==> src/rtl/calc_key_if.sv <==
// rtl/calc_key_if.sv - key event and LCD handshake bundle for the calculator key sequencer
interface calc_key_if #(
    parameter int WIDTH = 27
) ();
    logic [9:0]       key_dig;
    logic             key_add;
    logic             key_eq;
    logic             key_clr;
    logic [WIDTH-1:0] disp_value;
    logic             disp_req;
    logic             disp_ack;
    logic [2:0]       state;
    logic             ovf;

    modport master (
        output key_dig, key_add, key_eq, key_clr, disp_ack,
        input  disp_value, disp_req, state, ovf
    );

    modport slave (
        input  key_dig, key_add, key_eq, key_clr, disp_ack,
        output disp_value, disp_req, state, ovf
    );
endinterface

==> src/rtl/calc_key_sequencer.sv <==
// rtl/calc_key_sequencer.sv - decimal entry / add / equals sequencer with LCD req/ack updates
module calc_key_sequencer #(
    parameter int WIDTH      = 27,
    parameter int MAX_DIGITS = 8
) (
    input logic       clk,
    input logic       rst,
    calc_key_if.slave bus
);
    localparam int CW = $clog2(MAX_DIGITS + 1);

    typedef enum logic [2:0] {
        IDLE   = 3'd0,
        ENTRY  = 3'd1,
        OPWAIT = 3'd2,
        RESULT = 3'd3,
        ERROR  = 3'd4
    } state_t;

    state_t           state_q, state_n;
    logic [WIDTH-1:0] operand_q, operand_n;
    logic [WIDTH-1:0] acc_q, acc_n;
    logic [WIDTH-1:0] disp_q, disp_n;
    logic [CW-1:0]    cnt_q, cnt_n;
    logic             ovf_q, ovf_n;
    logic             req_q, req_n;
    logic [12:0]      keys_now, hist_q, edges;
    logic [9:0]       dig_edge;
    logic             dig_ev, add_ev, eq_ev, clr_ev;
    logic [3:0]       dig_val;
    logic [WIDTH-1:0] dig_word;
    logic [WIDTH+3:0] op_dig;
    logic [WIDTH:0]   sum;
    logic             dig_fits, sum_fits;

    assign keys_now = {bus.key_clr, bus.key_eq, bus.key_add, bus.key_dig};
    assign edges    = keys_now & ~hist_q;
    assign dig_edge = edges[9:0];
    // Simultaneous digit edges are ambiguous, so only a single digit edge counts.
    assign dig_ev   = $onehot(dig_edge);
    assign add_ev   = edges[10];
    assign eq_ev    = edges[11];
    assign clr_ev   = edges[12];

    always_comb begin
        dig_val = '0;
        for (int i = 0; i < 10; i++) begin
            if (dig_edge[i]) dig_val = 4'(i);
        end
    end

    assign dig_word = {{(WIDTH-4){1'b0}}, dig_val};
    assign op_dig   = ({4'b0, operand_q} << 3) + ({4'b0, operand_q} << 1) + {4'b0, dig_word};
    assign dig_fits = (op_dig[WIDTH+3:WIDTH] == 4'd0);
    assign sum      = {1'b0, acc_q} + {1'b0, operand_q};
    assign sum_fits = !sum[WIDTH];

    always_comb begin
        state_n   = state_q;
        operand_n = operand_q;
        acc_n     = acc_q;
        cnt_n     = cnt_q;
        ovf_n     = ovf_q;
        if (clr_ev) begin
            state_n   = IDLE;
            operand_n = '0;
            acc_n     = '0;
            cnt_n     = '0;
            ovf_n     = 1'b0;
        end else begin
            case (state_q)
                IDLE, OPWAIT: begin
                    if (eq_ev) begin
                        if (state_q == OPWAIT) state_n = RESULT;
                    end else if (!add_ev && dig_ev) begin
                        operand_n = dig_word;
                        cnt_n     = CW'(1);
                        state_n   = ENTRY;
                    end
                end
                ENTRY: begin
                    if (eq_ev || add_ev) begin
                        if (sum_fits) begin
                            acc_n     = sum[WIDTH-1:0];
                            operand_n = '0;
                            cnt_n     = '0;
                            state_n   = eq_ev ? RESULT : OPWAIT;
                        end else begin
                            state_n = ERROR;
                            ovf_n   = 1'b1;
                        end
                    end else if (dig_ev && cnt_q < CW'(MAX_DIGITS)) begin
                        if (dig_fits) begin
                            operand_n = op_dig[WIDTH-1:0];
                            cnt_n     = cnt_q + CW'(1);
                        end else begin
                            state_n = ERROR;
                            ovf_n   = 1'b1;
                        end
                    end
                end
                RESULT: begin
                    if (eq_ev) begin
                        state_n = RESULT;
                    end else if (add_ev) begin
                        state_n = OPWAIT;
                    end else if (dig_ev) begin
                        acc_n     = '0;
                        operand_n = dig_word;
                        cnt_n     = CW'(1);
                        state_n   = ENTRY;
                    end
                end
                ERROR:   state_n = ERROR;
                default: state_n = IDLE;
            endcase
        end

        case (state_n)
            ENTRY:          disp_n = operand_n;
            OPWAIT, RESULT: disp_n = acc_n;
            ERROR:          disp_n = '1;
            default:        disp_n = '0;
        endcase

        // A fresh update in the same cycle as disp_ack keeps the request pending.
        if (clr_ev || disp_n != disp_q) req_n = 1'b1;
        else if (bus.disp_ack)          req_n = 1'b0;
        else                            req_n = req_q;
    end

    always_ff @(posedge clk) begin
        hist_q <= keys_now;
        if (rst) begin
            state_q   <= IDLE;
            operand_q <= '0;
            acc_q     <= '0;
            cnt_q     <= '0;
            ovf_q     <= 1'b0;
            disp_q    <= '0;
            req_q     <= 1'b0;
        end else begin
            state_q   <= state_n;
            operand_q <= operand_n;
            acc_q     <= acc_n;
            cnt_q     <= cnt_n;
            ovf_q     <= ovf_n;
            disp_q    <= disp_n;
            req_q     <= req_n;
        end
    end

    assign bus.disp_value = disp_q;
    assign bus.disp_req   = req_q;
    assign bus.state      = state_q;
    assign bus.ovf        = ovf_q;
endmodule
==> src/flat_wrapper.sv <==
// flat-port wrapper written by rule: the top's interface ports become plain ports
module calc_key_sequencer_flat 
#(
    parameter int WIDTH      = 27,
    parameter int MAX_DIGITS = 8
)
  (clk, rst, bus_key_dig, bus_key_add, bus_key_eq, bus_key_clr, bus_disp_ack, bus_disp_value, bus_disp_req, bus_state, bus_ovf);
  calc_key_if #(.WIDTH(WIDTH)) bus_i ();
  input logic clk;
  input logic rst;
  input wire logic [$bits(bus_i.key_dig)-1:0] bus_key_dig;
  input wire logic [$bits(bus_i.key_add)-1:0] bus_key_add;
  input wire logic [$bits(bus_i.key_eq)-1:0] bus_key_eq;
  input wire logic [$bits(bus_i.key_clr)-1:0] bus_key_clr;
  input wire logic [$bits(bus_i.disp_ack)-1:0] bus_disp_ack;
  output wire logic [$bits(bus_i.disp_value)-1:0] bus_disp_value;
  output wire logic [$bits(bus_i.disp_req)-1:0] bus_disp_req;
  output wire logic [$bits(bus_i.state)-1:0] bus_state;
  output wire logic [$bits(bus_i.ovf)-1:0] bus_ovf;
  assign bus_i.key_dig = bus_key_dig;
  assign bus_i.key_add = bus_key_add;
  assign bus_i.key_eq = bus_key_eq;
  assign bus_i.key_clr = bus_key_clr;
  assign bus_i.disp_ack = bus_disp_ack;
  assign bus_disp_value = bus_i.disp_value;
  assign bus_disp_req = bus_i.disp_req;
  assign bus_state = bus_i.state;
  assign bus_ovf = bus_i.ovf;
  calc_key_sequencer #(.WIDTH(WIDTH), .MAX_DIGITS(MAX_DIGITS)) u_core (.clk(clk), .rst(rst), .bus(bus_i));
endmodule
==> config.mk <==
export PLATFORM = sky130hd
export DESIGN_NAME = calc_key_sequencer_flat
export DESIGN_NICKNAME = d
export VERILOG_FILES = /design/src/rtl/calc_key_if.sv /design/src/rtl/calc_key_sequencer.sv /design/src/flat_wrapper.sv
export SDC_FILE = /design/constraint.sdc
export NUM_CORES = 1
export LEC_CHECK = 0
export ABC_AREA = 0
export BUFFER_PORTS_ARGS = -buffer_cell sky130_fd_sc_hd__buf_2
export CAP_MARGIN = 0
export CORE_MARGIN = 3
export CORE_UTILIZATION = 55
export DETAILED_ROUTE_END_ITERATION = 10
export PLACE_DENSITY = 0.85
export SLEW_MARGIN = 0
export SYNTH_ARGS = -nofsm -noshare
export SYNTH_HDL_FRONTEND = slang
export SYNTH_SLANG_ARGS = --single-unit
export TNS_END_PERCENT = 5
==> constraint.sdc <==
create_clock -name clk -period 19.95 [get_ports clk]
set_input_delay 2.9925 -clock clk [delete_from_list [all_inputs] [get_ports clk]]
set_output_delay 2.9925 -clock clk [all_outputs]
set_load 0.03 [all_outputs]
==> impl_metrics.csv, run 1 <==
group,metric,value,unit
clock_tree,post_cts_resize_count,0,
floorplanning,io_pins,48,
final_layout,antenna_cells,0,
timing,final_max_slew_viol_count,0,
synthesis,yosys-top-cells-area,"dfxtp_1, ha_1, a21oi_1, nor2_1, nand2_1",
timing,rsz0062_at_grt,"false",
grt,grt_max_degree,59,
pwr,seqPwrFrac,0.447,
clock_tree,hold_buffers,0,
grt,antenna_found_initial,0,
pwr,p_int,0.337,mW
synthesis,synthesis.nets,1225,
timing,fmax,0.112,GHz
pwr,p_leak,4.07,nW
final_layout,final_core_util,0.606,
worst_hold_path,holdCritPathClass,"register to register",
synthesis,synth_commonest_cells,"nor2_1, a21oi_1, dfxtp_1, ha_1, nand2_1",
synthesis,synth_most_common_cell,"nor2_1",
synthesis,ys_warn_count,0,
drt,drt_iter0_drc,1083,
run,cap_violations,0,
pwr,clkPwrFrac,0.372,
drt,vias,8913,
timing,finalWorstSetupSlack,11.05,ns
clock_tree,cts_setup_buffers,0,
floorplanning,die-width,131,um
critical_path,r2r_end,"u_core.bus.disp_req$_SDFFE_PP0P_",
timing,hold-worst-slack,0.512,ns
final_layout,fillers,1356,
critical_path,path_class,"primary input to register",
worst_hold_path,worstHoldPathCells,2,
clock_tree,root_buffer,"clkbuf_16",
synthesis,synth_cells,1109,
critical_path,r2r_slack,13.50,ns
final_layout,instances_no_fill,1335,
critical_path,worstPathMaxFanout,19,
worst_hold_path,holdPathEnd,"u_core.acc_q[20]$_SDFF_PP0_",
drt,wl_per_cell,21.2,um
timing,fin_crit_sh,0.446,
pwr,pwr-share-comb,0.182,
pwr,netSwitchingPower,0.140,mW
clock_tree,htreeDepth,3,
clock_tree,numCtsBuffers,9,
clock_tree,cts.clk_slew.worst_paths,0.07,ns
final_layout,syn_to_final_growth,7.16,%
drt,detail-route-antenna-nets,0,
placement,dpl_cell_area,8950,um2
timing,worst_pin_slew,1.11,ns
synthesis,synth_xor_area_frac,0.0507,
synthesis,synth.ff_latch_count,103,
final_layout,drive_gt1_frac,0.0836,
final_layout,stdcell_area,9250,um2
pwr,power.total,0.477,mW
clock_tree,cts_tree,"done",
drt,first_pass_iters,8,
worst_hold_path,hold_start,"u_core.acc_q[20]$_SDFF_PP0_",
grt,grt_pass1_vias,8310,
critical_path,reg2regPathDepth,22,
synthesis,postSynth.asyncResetShare,0,
timing,slew_headroom,0.256,
synthesis,avgSynthCellArea,7.79,um2
timing,hold_viol,0,
placement,place_ws,10.85,ns
final_layout,regArea,2060,um2
timing,layout_min_cycle_time,8.90,ns
placement,gp_congestion,0.998,
critical_path,critPathLaunch,"bus_key_dig[2]",
synthesis,synthAdderAreaFrac,0.153,
placement,dp_hpwl,21700,um
critical_path,crit_path_end_kind,"register",
placement,dp_cells,1320,
pwr,ir_drop,0.0619,mV
final_layout,multi_input_area,6160,um2
pwr,p_per_area,51.5,nW/um2
synthesis,synth_compound_area_frac,0.275,
critical_path,start_kind,"primary input",
grt,grt_overflow,0,
floorplanning,core,15300,um2
timing,totalNegativeSetupSlack,0,ns
clock_tree,clkLatencyLatePin,0.35,ns
pwr,swShare,0.294,
floorplanning,die_area,17200,um2
floorplanning,die_h,131,um
drt,drc,0,
synthesis,synth-edff-count,0,
timing,fin_worst_skew,0.00816,ns
grt,grt_pass1_wl,44700,um
synthesis,muxShareOfSynthArea,0.00710,
critical_path,cp.arrival,9.10,ns
synthesis,syn-cell-area,8630,um2
floorplanning,rows,45,
run_status,status,"complete, no violations",
synthesis,yosysTopAreaCellShare,0.239,
synthesis,synth_cell_types,89,
critical_path,worst_ep_required_time,20.15,ns
timing,setup_viol,0,
clock_tree,cts.sinks,103,
synthesis,synthFlopType,"dfxtp_1",
grt,grt_util_all_layers,0.318,
placement,port-buffer-count,47,
clock_tree,clockBufferDepth,2,
synthesis,ys_seq_area_frac,0.239,
synthesis,synth_top_cell_by_area,"dfxtp_1",
final_layout,nets,1236,
synthesis,synthSimpleGateAreaFrac,0.228,
synthesis,synth_top_family_by_area,"compound AO/OA/AOI/OAI gates",
floorplanning,initial_utilization,0.566,
drt,routed_via_density,6.68,
critical_path,r2r-start,"u_core.hist_q[2]$_DFF_P_",
drt,wl,28300,um
## logic make-up (layout without fill, tap and decap cells)
kind of cell / after synthesis / count (layout)
simple gates: 400 / 400
compound gates: 350 / 350
flops: 103 / 103
fa+ha+maj: 100 / 100
buf+inv: 100 / 115
xor+xnor: 50 / 50
mux: 6 / 6
## critical path, cell delays in order
cell and delay (ns):
buf_2 0.08, nor2b_1 0.16, inv_1 0.07, ha_1 0.27, inv_1 0.05, fa_1 0.48, fa_1 0.52, inv_1 0.05
fa_1 0.44, fa_1 0.46, nor2_1 0.12, a21oi_1 0.08, nor3_1 0.45, nand2_1 0.30, nor4_1 0.40, o2111ai_1 0.19
and3_1 0.48, a22oi_1 0.55, nor3_1 0.13, a211oi_1 0.30, o211ai_1 0.14, nor3_1 0.23, a41oi_1 0.14
## power by group through the flow
stage	sequential [mW]	combinational [mW]	clock (mW)
final	0.213	0.0865	0.177
after global placement	0.217	0.0818	0
after CTS	0.213	0.0844	0.179
after global routing	0.213	0.0944	0.185
after floorplan	0.218	0.0622	0
after detailed placement	0.217	0.0832	0
## cell type report
type	instances	share of cell area
Timing Repair Buffer	55	0.0319
Sequential cell	103	0.223
Clock inverter	5	0.00636
Inverter	45	0.0183
Clock buffer	10	0.0258
Tap cell	211	0.0285
Multi-Input combinational cell	906	0.666
## registers in the layout (all words and copies together) (netlist names)
| register | count |
|---|---|
| u_core.acc_q | 27 |
| u_core.bus.disp_value | 27 |
| u_core.operand_q | 27 |
| u_core.hist_q | 13 |
| u_core.cnt_q | 4 |
| u_core.bus.state | 3 |
| u_core.bus.disp_req | 1 |
| u_core.bus.ovf | 1 |
## how the worst max path moves through the flow
| stage | endpoint | slack [ns] | depth (start not counted) |
|---|---|---|---|
| global placement | u_core.bus.disp_req$_SDFFE_PP0P_ | 11.09 | 23 |
| CTS | u_core.bus.disp_req$_SDFFE_PP0P_ | 11.19 | 23 |
| finish | u_core.bus.disp_req$_SDFFE_PP0P_ | 11.05 | 23 |
| floorplan | u_core.bus.disp_req$_SDFFE_PP0P_ | 11.62 | 24 |
| global route | u_core.bus.disp_req$_SDFFE_PP0P_ | 10.73 | 23 |
| detailed placement | u_core.bus.disp_req$_SDFFE_PP0P_ | 10.85 | 23 |
## routing by layer
| layer | routed length, um | global-route usage |
|---|---|---|
| met1 | 11500 | 0.441 |
| met5 | 0 | 0 |
| met3 | 3630 | 0.0681 |
| met4 | 1130 | 0.120 |
| met2 | 12000 | 0.487 |
## cells in the final DEF, fill, tap and decap left out, types with 19 or more instances in the layout
cell       n
nand3_1   37
nor2_1   119
ha_1      91
a21o_1    19
xor2_1    26
dfxtp_1  103
buf_2     47
inv_1     44
nor3_1    30
nor2b_1   32
a21oi_1  110
nand2_1   88
a22oi_1   24
xnor2_1   24
o21ai_0   49
No activity file was read; power rests on OpenSTA's default activity.
==> inputs of run 2 (changes only) <==
Settings changed: PLACE_DENSITY 0.85 to 0.88.
Clock period 19.95 ns to 7.72 ns, I/O delays scaled along.
==> run 2 against run 1 <==
Net effect:
- cell count rose by 1.1%
- sequential power rose to 2.6 times the previous value
- hold slack got worse by 0.0044 ns
- critical path type unchanged
- highest routed layer unchanged
==> impl_metrics.csv, run 2 (synthesized netlist as in run 1, its figures left out) <==
group,metric,value,unit
run_status,status,"complete, no violations",
drt,drt_iter0_drc,1013,
critical_path,cp.arrival,7.21,ns
pwr,swShare,0.316,
grt,antenna_found_initial,0,
floorplanning,io_pins,48,
clock_tree,cts_setup_buffers,0,
drt,first_pass_iters,8,
pwr,pwr-share-comb,0.197,
floorplanning,initial_utilization,0.566,
timing,setup_viol,0,
timing,totalNegativeSetupSlack,0,ns
final_layout,stdcell_area,9340,um2
critical_path,crit_path_end_kind,"register",
pwr,p_leak,4.13,nW
pwr,netSwitchingPower,0.389,mW
floorplanning,die_h,131,um
grt,grt_max_degree,59,
grt,grt_pass1_wl,45300,um
placement,port-buffer-count,47,
final_layout,nets,1250,
clock_tree,numCtsBuffers,9,
pwr,p_per_area,132,nW/um2
final_layout,syn_to_final_growth,8.16,%
clock_tree,clkLatencyLatePin,0.36,ns
critical_path,worstPathMaxFanout,12,
timing,fin_crit_sh,0.898,
drt,detail-route-antenna-nets,0,
final_layout,final_cell_mix,"nor2_1, a21oi_1, dfxtp_1",
critical_path,worst_ep_required_time,8.00,ns
critical_path,start_kind,"primary input",
drt,routed_via_density,6.69,
timing,hold_viol,0,
final_layout,antenna_cells,0,
run,cap_violations,0,
grt,grt_pass1_vias,8335,
worst_hold_path,holdCritPathClass,"register to register",
clock_tree,root_buffer,"clkbuf_16",
grt,grt_overflow,0,
drt,drc,0,
critical_path,path_class,"primary input to register",
clock_tree,cts.clk_slew.worst_paths,0.07,ns
floorplanning,die-width,131,um
drt,wl,28800,um
placement,gp_congestion,1.06,
timing,final_max_slew_viol_count,0,
pwr,p_int,0.844,mW
pwr,seqPwrFrac,0.447,
placement,dp_hpwl,22500,um
pwr,ir_drop,0.180,mV
clock_tree,clockBufferDepth,2,
floorplanning,core,15300,um2
clock_tree,cts_tree,"done",
timing,layout_min_cycle_time,6.93,ns
critical_path,r2r_slack,1.39,ns
drt,wl_per_cell,21.3,um
clock_tree,post_cts_resize_count,0,
timing,worst_pin_slew,1.03,ns
clock_tree,hold_buffers,0,
final_layout,drive_gt1_frac,0.0948,
drt,vias,9026,
pwr,clkPwrFrac,0.357,
timing,slew_headroom,0.311,
clock_tree,cts.sinks,103,
timing,rsz0062_at_grt,"false",
floorplanning,rows,45,
grt,grt_util_all_layers,0.323,
final_layout,layout_commonest_cell,"nor2_1",
floorplanning,die_area,17200,um2
timing,fin_worst_skew,0.00756,ns
timing,fmax,0.144,GHz
placement,dpl_cell_area,9060,um2
clock_tree,htreeDepth,3,
## run 2: critical path: stages
cell and delay, ns:
buf_2 0.08, nor2b_1 0.17, inv_1 0.07, ha_1 0.27, inv_1 0.05, fa_1 0.48
fa_1 0.51, inv_1 0.05, fa_1 0.44, fa_1 0.49, nor2_1 0.14, nand2_1 0.12
nor3_1 0.34, nand2_1 0.25, nor4_1 0.36, o2111ai_1 0.17, and3_1 0.40, buf_4 0.25
a22o_1 0.27, a211oi_1 0.35, a22oi_1 0.15, and4_1 0.21, and4_1 0.20, a41oi_1 0.20
## run 2: cell type report
class / instances / area [um2]
clock buffers: 9 / 225
clock inverters: 7 / 56.3
fillers: 1356 / 5920
inverters: 45 / 169
multi-input cells: 906 / 6160
flip-flops and latches: 103 / 2060
well taps: 211 / 264
repair buffers: 69 / 400
## run 2: stage by stage
stage          hold WS (ns)  instances  worst slack [ns]  power (mW)  utilization
2_1_floorplan         0.454       1109              1.23       0.724            -
3_3_place_gp          0.458       1334             0.801       0.784        0.594
3_5_place_dp          0.479       1334             0.595       0.792        0.594
4_1_cts               0.499       1350             0.930        1.22        0.612
5_1_grt               0.505       1350             0.392        1.27        0.612
6_report              0.508       1350             0.789        1.23        0.612
## run 2: layer usage
metal  part of all wire  up-vias  GRT usage
met1               0.41     4197      0.444
met5                  0        -          0
met4              0.045        0      0.128
met3               0.12      122     0.0758
li1                   -     4130          -
met2               0.42      577      0.493
## run 2: final timing paths
check | startpoint | to | cells after the start
worst max-delay path | bus_key_dig[2] | u_core.bus.disp_req$_SDFFE_PP0P_ | 24
worst min-delay path | u_core.bus.ovf$_SDFFE_PP0P_ | u_core.bus.ovf$_SDFFE_PP0P_ | 2
worst min register to register | u_core.bus.ovf$_SDFFE_PP0P_ | u_core.bus.ovf$_SDFFE_PP0P_ | 2
worst max register to register | u_core.hist_q[2]$_DFF_P_ | u_core.bus.disp_req$_SDFFE_PP0P_ | 23
## run 2: power groups by stage
stage	clock, mW	sequential, mW	combinational [mW]
after floorplan	0	0.563	0.161
after global placement	0	0.562	0.222
after detailed placement	0	0.562	0.230
after CTS	0.439	0.550	0.234
after global routing	0.458	0.551	0.264
final	0.440	0.551	0.243
